<file path="src/rtl/accum_frame_ctrl_if.sv">
// rtl/accum_frame_ctrl_if.sv - command, sample stream and result stream bundle for accum_frame_ctrl
interface accum_frame_ctrl_if #(
    parameter int DW = 32,
    parameter int AW = 40,
    parameter int LW = 16
);
    logic          start;
    logic [LW-1:0] frame_len;
    logic          abort;
    logic          in_valid;
    logic          in_ready;
    logic [DW-1:0] in1;
    logic [DW-1:0] in2;
    logic          out_valid;
    logic          out_ready;
    logic [AW-1:0] out_data;
    logic          busy;
    logic          err_len0;

    modport master (
        output start, frame_len, abort, in_valid, in1, in2, out_ready,
        input  in_ready, out_valid, out_data, busy, err_len0
    );

    modport slave (
        input  start, frame_len, abort, in_valid, in1, in2, out_ready,
        output in_ready, out_valid, out_data, busy, err_len0
    );
endinterface

</file>
<file path="src/rtl/accum_frame_ctrl.sv">
// rtl/accum_frame_ctrl.sv - frame sequencer around a cross-coupled dual accumulator
module accum_frame_ctrl #(
    parameter int DW = 32,
    parameter int AW = 40,
    parameter int LW = 16
) (
    input  logic               clk,
    input  logic               rst,
    accum_frame_ctrl_if.slave  bus
);
    typedef enum logic [1:0] {IDLE, RUN, FINAL, DONE} state_t;

    state_t        state;
    logic [LW-1:0] len;
    logic [LW-1:0] count;
    logic [AW-1:0] acc0;
    logic [AW-1:0] acc1;

    logic beat;
    assign beat = bus.in_valid && bus.in_ready;

    always_ff @(posedge clk) begin
        if (rst) begin
            state         <= IDLE;
            len           <= '0;
            count         <= '0;
            acc0          <= '0;
            acc1          <= '0;
            bus.out_data  <= '0;
            bus.in_ready  <= 1'b0;
            bus.out_valid <= 1'b0;
            bus.busy      <= 1'b0;
            bus.err_len0  <= 1'b0;
        end else begin
            bus.err_len0 <= 1'b0;
            case (state)
                IDLE: begin
                    if (bus.start) begin
                        if (bus.frame_len != '0) begin
                            len          <= bus.frame_len;
                            count        <= '0;
                            acc0         <= '0;
                            acc1         <= '0;
                            state        <= RUN;
                            bus.in_ready <= 1'b1;
                            bus.busy     <= 1'b1;
                        end else begin
                            bus.err_len0 <= 1'b1;
                        end
                    end
                end
                RUN: begin
                    // abort outranks a coincident beat, which is dropped
                    if (bus.abort) begin
                        state        <= IDLE;
                        bus.in_ready <= 1'b0;
                        bus.busy     <= 1'b0;
                    end else if (beat) begin
                        acc0  <= acc1 + AW'(bus.in1);
                        acc1  <= acc0 + AW'(bus.in2);
                        count <= count + LW'(1);
                        if (count == len - LW'(1)) begin
                            state        <= FINAL;
                            bus.in_ready <= 1'b0;
                        end
                    end
                end
                FINAL: begin
                    if (bus.abort) begin
                        state    <= IDLE;
                        bus.busy <= 1'b0;
                    end else begin
                        bus.out_data  <= acc0 + acc1;
                        bus.out_valid <= 1'b1;
                        state         <= DONE;
                    end
                end
                DONE: begin
                    if (bus.out_ready || bus.abort) begin
                        state         <= IDLE;
                        bus.out_valid <= 1'b0;
                        bus.busy      <= 1'b0;
                    end
                end
                default: state <= IDLE;
            endcase
        end
    end
endmodule

</file>
<file path="src/flat_wrapper.sv">
// flat-port wrapper written by rule: the top's interface ports become plain ports
module accum_frame_ctrl_flat 
#(
    parameter int DW = 32,
    parameter int AW = 40,
    parameter int LW = 16
)
  (clk, rst, bus_start, bus_frame_len, bus_abort, bus_in_valid, bus_in1, bus_in2, bus_out_ready, bus_in_ready, bus_out_valid, bus_out_data, bus_busy, bus_err_len0);
  accum_frame_ctrl_if #(.DW(DW), .AW(AW), .LW(LW)) bus_i ();
  input  logic clk;
  input  logic rst;
  input wire logic [$bits(bus_i.start)-1:0] bus_start;
  input wire logic [$bits(bus_i.frame_len)-1:0] bus_frame_len;
  input wire logic [$bits(bus_i.abort)-1:0] bus_abort;
  input wire logic [$bits(bus_i.in_valid)-1:0] bus_in_valid;
  input wire logic [$bits(bus_i.in1)-1:0] bus_in1;
  input wire logic [$bits(bus_i.in2)-1:0] bus_in2;
  input wire logic [$bits(bus_i.out_ready)-1:0] bus_out_ready;
  output wire logic [$bits(bus_i.in_ready)-1:0] bus_in_ready;
  output wire logic [$bits(bus_i.out_valid)-1:0] bus_out_valid;
  output wire logic [$bits(bus_i.out_data)-1:0] bus_out_data;
  output wire logic [$bits(bus_i.busy)-1:0] bus_busy;
  output wire logic [$bits(bus_i.err_len0)-1:0] bus_err_len0;
  assign bus_i.start = bus_start;
  assign bus_i.frame_len = bus_frame_len;
  assign bus_i.abort = bus_abort;
  assign bus_i.in_valid = bus_in_valid;
  assign bus_i.in1 = bus_in1;
  assign bus_i.in2 = bus_in2;
  assign bus_i.out_ready = bus_out_ready;
  assign bus_in_ready = bus_i.in_ready;
  assign bus_out_valid = bus_i.out_valid;
  assign bus_out_data = bus_i.out_data;
  assign bus_busy = bus_i.busy;
  assign bus_err_len0 = bus_i.err_len0;
  accum_frame_ctrl #(.DW(DW), .AW(AW), .LW(LW)) u_core (.clk(clk), .rst(rst), .bus(bus_i));
endmodule
</file>
<file path="config.mk">
export PLATFORM = sky130hd
export DESIGN_NAME = accum_frame_ctrl_flat
export DESIGN_NICKNAME = d
export VERILOG_FILES = /design/src/rtl/accum_frame_ctrl_if.sv /design/src/rtl/accum_frame_ctrl.sv /design/src/flat_wrapper.sv
export SDC_FILE = /design/constraint.sdc
export NUM_CORES = 1
export LEC_CHECK = 0
export ABC_AREA = 1
export CAP_MARGIN = 20
export CORE_AREA = 3 3 165 167
export DETAILED_ROUTE_END_ITERATION = 10
export DIE_AREA = 0 0 168 170
export HOLD_SLACK_MARGIN = 0.1
export PLACE_DENSITY = 0.76
export SLEW_MARGIN = 20
export SYNTH_ARGS = -nofsm -noshare
export SYNTH_HDL_FRONTEND = slang
export SYNTH_SLANG_ARGS = --single-unit
</file>
<file path="constraint.sdc">
create_clock -name clk -period 3.04 [get_ports clk]
set_input_delay 0.608 -clock clk [delete_from_list [all_inputs] [get_ports clk]]
set_output_delay 0.608 -clock clk [all_outputs]
set_load 0.01 [all_outputs]
</file>
==> reports/qor.yml <==
ys_seq_area_frac: 0.2241
cts_setup_buffers: 0
initial_core_util: 0.5447
leakage_nw: 7.506
arrival_ns: 3.12
cts_hold_buf: 0
max_stage_delay_ns: 0.48
crit_buf_inv: 3
max_cap_viol_count: 0
grt_pass1_vias: 15290
design.die.area_mm2: 0.02856
cp_top_family: "simple AND/OR/NAND/NOR gates"
clock_skew_ns: 0.02087
max_freq_mhz: 361.4
yosysUniqueCellTypes: 55
insertion_delay_ns: 0.45
regArea_mm2: 0.003163
cp_common_cell: "nand2_1"
multiInputGateArea_mm2: 0.009832
wl_um: 50680
finalHoldWorstSlack_ns: 0.4664
drc: 0
top_usage_layer: "met2"
cp.required_ns: 3.39
fp-row-count: 59
drive_gt1_frac: 0.1164
cts_root_buf: "clkbuf_16"
hold-path-cell-count: 2
grt_util_met3: 0.03995
die_h_um: 170
io_buffers: 129
grt_pass1_wl_um: 79820
cts_tree: "built"
finalSetupViolations: 0
die_x_um: 168
antenna_left: 0
drv_slew: 0
synth-seq-cells: 158
cts_buffer_depth: 2
pre_cts_slack_ns: -0.1493
grt_use_met1: 0.4463
crit_cells: 16
antenna_found_initial: 0
end_kind: "flop"
nFillCells: 2431
cellPowerDensity_mw_per_mm2: 367.9
grt_max_degree: 122
core_area_mm2: 0.02591
firstDrtPassIters: 5
max_slew_margin: 0.3800
ios: 130
period_share: 0.9103
syn_avg_cell_area_um2: 6.276
worst_slack_ns: 0.2728
hpwl_um: 41570
finalSetupTns_ns: 0
synth_fp_nets: 2447
critPathKind: "input port to flop"
overflow: 0
fin_nets: 2643
drt-wirelength-per-cell_um: 18.15
antenna_cells: 0
fin_cells: 2793
min_path_type: "flop to flop"
worst_pin_slew_ns: 0.9278
period_needed_ns: 2.767
fin_util: 0.6529
design_area_mm2: 0.01692
vias_per_cell: 5.692
met2_usage: 0.6092
htreeDepth: 4
synthToLayoutAreaGrowth_pct: 19.86
path_cells: "clkdlybuf4s50_1 > ha_1 > inv_1 > fa_1 > nand3b_1 > nand2_1 > nand2_1 > nand2_1 > nand2_1 > nand2_1 > nand3_1 > nand3_1 > buf_4 > or2_2 > nand3_1 > a21oi_1"
worst-path-max-fanout: 4
grt_use_total: 0.3498
rsz0062_at_grt: "no"
outcome: "finished clean"
hold_violations: 0
place_area_mm2: 0.01631
num_vias: 15900
reg2regPathDepth: 14
synth_warnings: 0
cts_resized: 0
synth_area_mm2: 0.01411
clkSinkCount: 158
drt-initial-drc-count: 1382
slowest_stage: "clkdlybuf4s50_1"
peakVddDrop_uv: 403.4
cts_buffers: 17
path_clk_slew_ns: 0.07
startpoint_type: "input port"
finalPower_mw: 6.224
place_inst: 2761
place_congestion: 1.026
synthCells: 2249
cell usage in the layout (no fill, tap or decap), types with 4 or more instances in the layout:
| master | n |
|---|---|
| clkdlybuf4s50_1 | 128 |
| o21ai_1 | 9 |
| a211oi_1 | 4 |
| inv_6 | 5 |
| o21a_1 | 14 |
| a21boi_0 | 9 |
| nor2_2 | 6 |
| o21ai_0 | 121 |
| inv_1 | 217 |
| a22oi_1 | 6 |
| nand2_1 | 545 |
| a21oi_2 | 52 |
| nand4_1 | 25 |
| nand3_1 | 155 |
| nand3b_1 | 17 |
| clkbuf_16 | 17 |
| nor4_2 | 4 |
| buf_4 | 91 |
| dfxtp_1 | 158 |
| xnor2_1 | 18 |
| xor2_1 | 44 |
| ha_1 | 109 |
| nor2_1 | 316 |
| nor3_1 | 32 |
| a31oi_1 | 14 |
| or2_2 | 26 |
| nand2_2 | 54 |
| a21oi_1 | 178 |
| a21o_1 | 10 |
| nor4_1 | 7 |
| buf_12 | 5 |
| o21bai_1 | 15 |
path summary, 6_finish.rpt:
check | start | end | slack (ns)
worst min-delay path | u_core.bus.busy$_SDFFE_PP0P_ | u_core.bus.busy$_SDFFE_PP0P_ | 0.47
worst max register to register | u_core.acc1[1]$_SDFFE_PP0P_ | u_core.bus.out_data[26]$_SDFFE_PP0P_ | 0.37
worst min register to register | u_core.bus.busy$_SDFFE_PP0P_ | u_core.bus.busy$_SDFFE_PP0P_ | 0.47
worst max-delay path | bus_in1[0] | u_core.acc0[18]$_SDFFE_PP0P_ | 0.27
logic make-up after synthesis:
group / after synthesis / synth area share
buf+inv: 269 / 0.07934
simple gates: 1203 / 0.3704
fa+ha+maj: 112 / 0.1009
xor+xnor: 62 / 0.03847
flops: 158 / 0.2241
compound gates: 445 / 0.1868
power by group:
part	switching (mW)	internal (mW)	total (mW)
clock network	1.02	1.28	2.30
registers	0.126	2.15	2.28
logic	1.00	0.651	1.65
total	2.15	4.08	6.22
registers in the layout, indices dropped and copies added, names as in the netlist:
name                  cells
u_core.acc0              40
u_core.acc1              40
u_core.bus.out_data      40
u_core.count             16
u_core.len               16
u_core.state              2
u_core.bus.busy           1
u_core.bus.err_len0       1
u_core.bus.in_ready       1
u_core.bus.out_valid      1
final cells by class:
class                           count  share of cell area
Tap cell                          335             0.02478
Sequential cell                   158              0.1870
Timing Repair Buffer              224              0.1220
Clock inverter                     13            0.009023
Multi-Input combinational cell   1822              0.5812
Clock buffer                       19             0.02677
Inverter                          222             0.04926
layer usage:
metal  vias up  wire length (µm)
met5         -                 0
met4         0              2031
met3       120              3252
met2       618             23690
met1      7313             21710
li1       7846                 -
Yosys cell counts, drive strengths merged:
cell      n  area [µm²]
a31oi    14       87.58
xnor2    18       157.7
buf      20       185.2
nand3b   17       127.6
o21a     14       105.1
o31ai     2       15.01
ha      109        1364
nand4    26       168.9
inv     220       825.8
and3      3       18.77
a22oi     6       45.04
nand3   155       775.7
or2      29       181.4
a211oi    4       30.03
nor3     34       180.2
a21o     10       75.07
o211ai    3       22.52
dfxtp   158        3163
o311ai    1       8.760
o21bai   15       112.6
o221a     1       11.26
a21boi   11       86.33
nand2   601        2406
a21oi   230        1346
nor4b     1       15.01
nor3b     2       15.01
o22ai     1       6.260
fa        3       60.06
o21ai   133       684.4
clkbuf   27       101.4
nor2    324        1246
clkinv    2       7.510
xor2     44       385.4
nor4     11       93.84
worst min-delay path: cells and delay by family, from the launching register on:
family	cells	cell delay (ns)
flip-flops	1	0.31
AO/OA/AOI/OAI	1	0.05
AND/OR/NAND/NOR	1	0.06
Power figures use the tool's default switching activity.
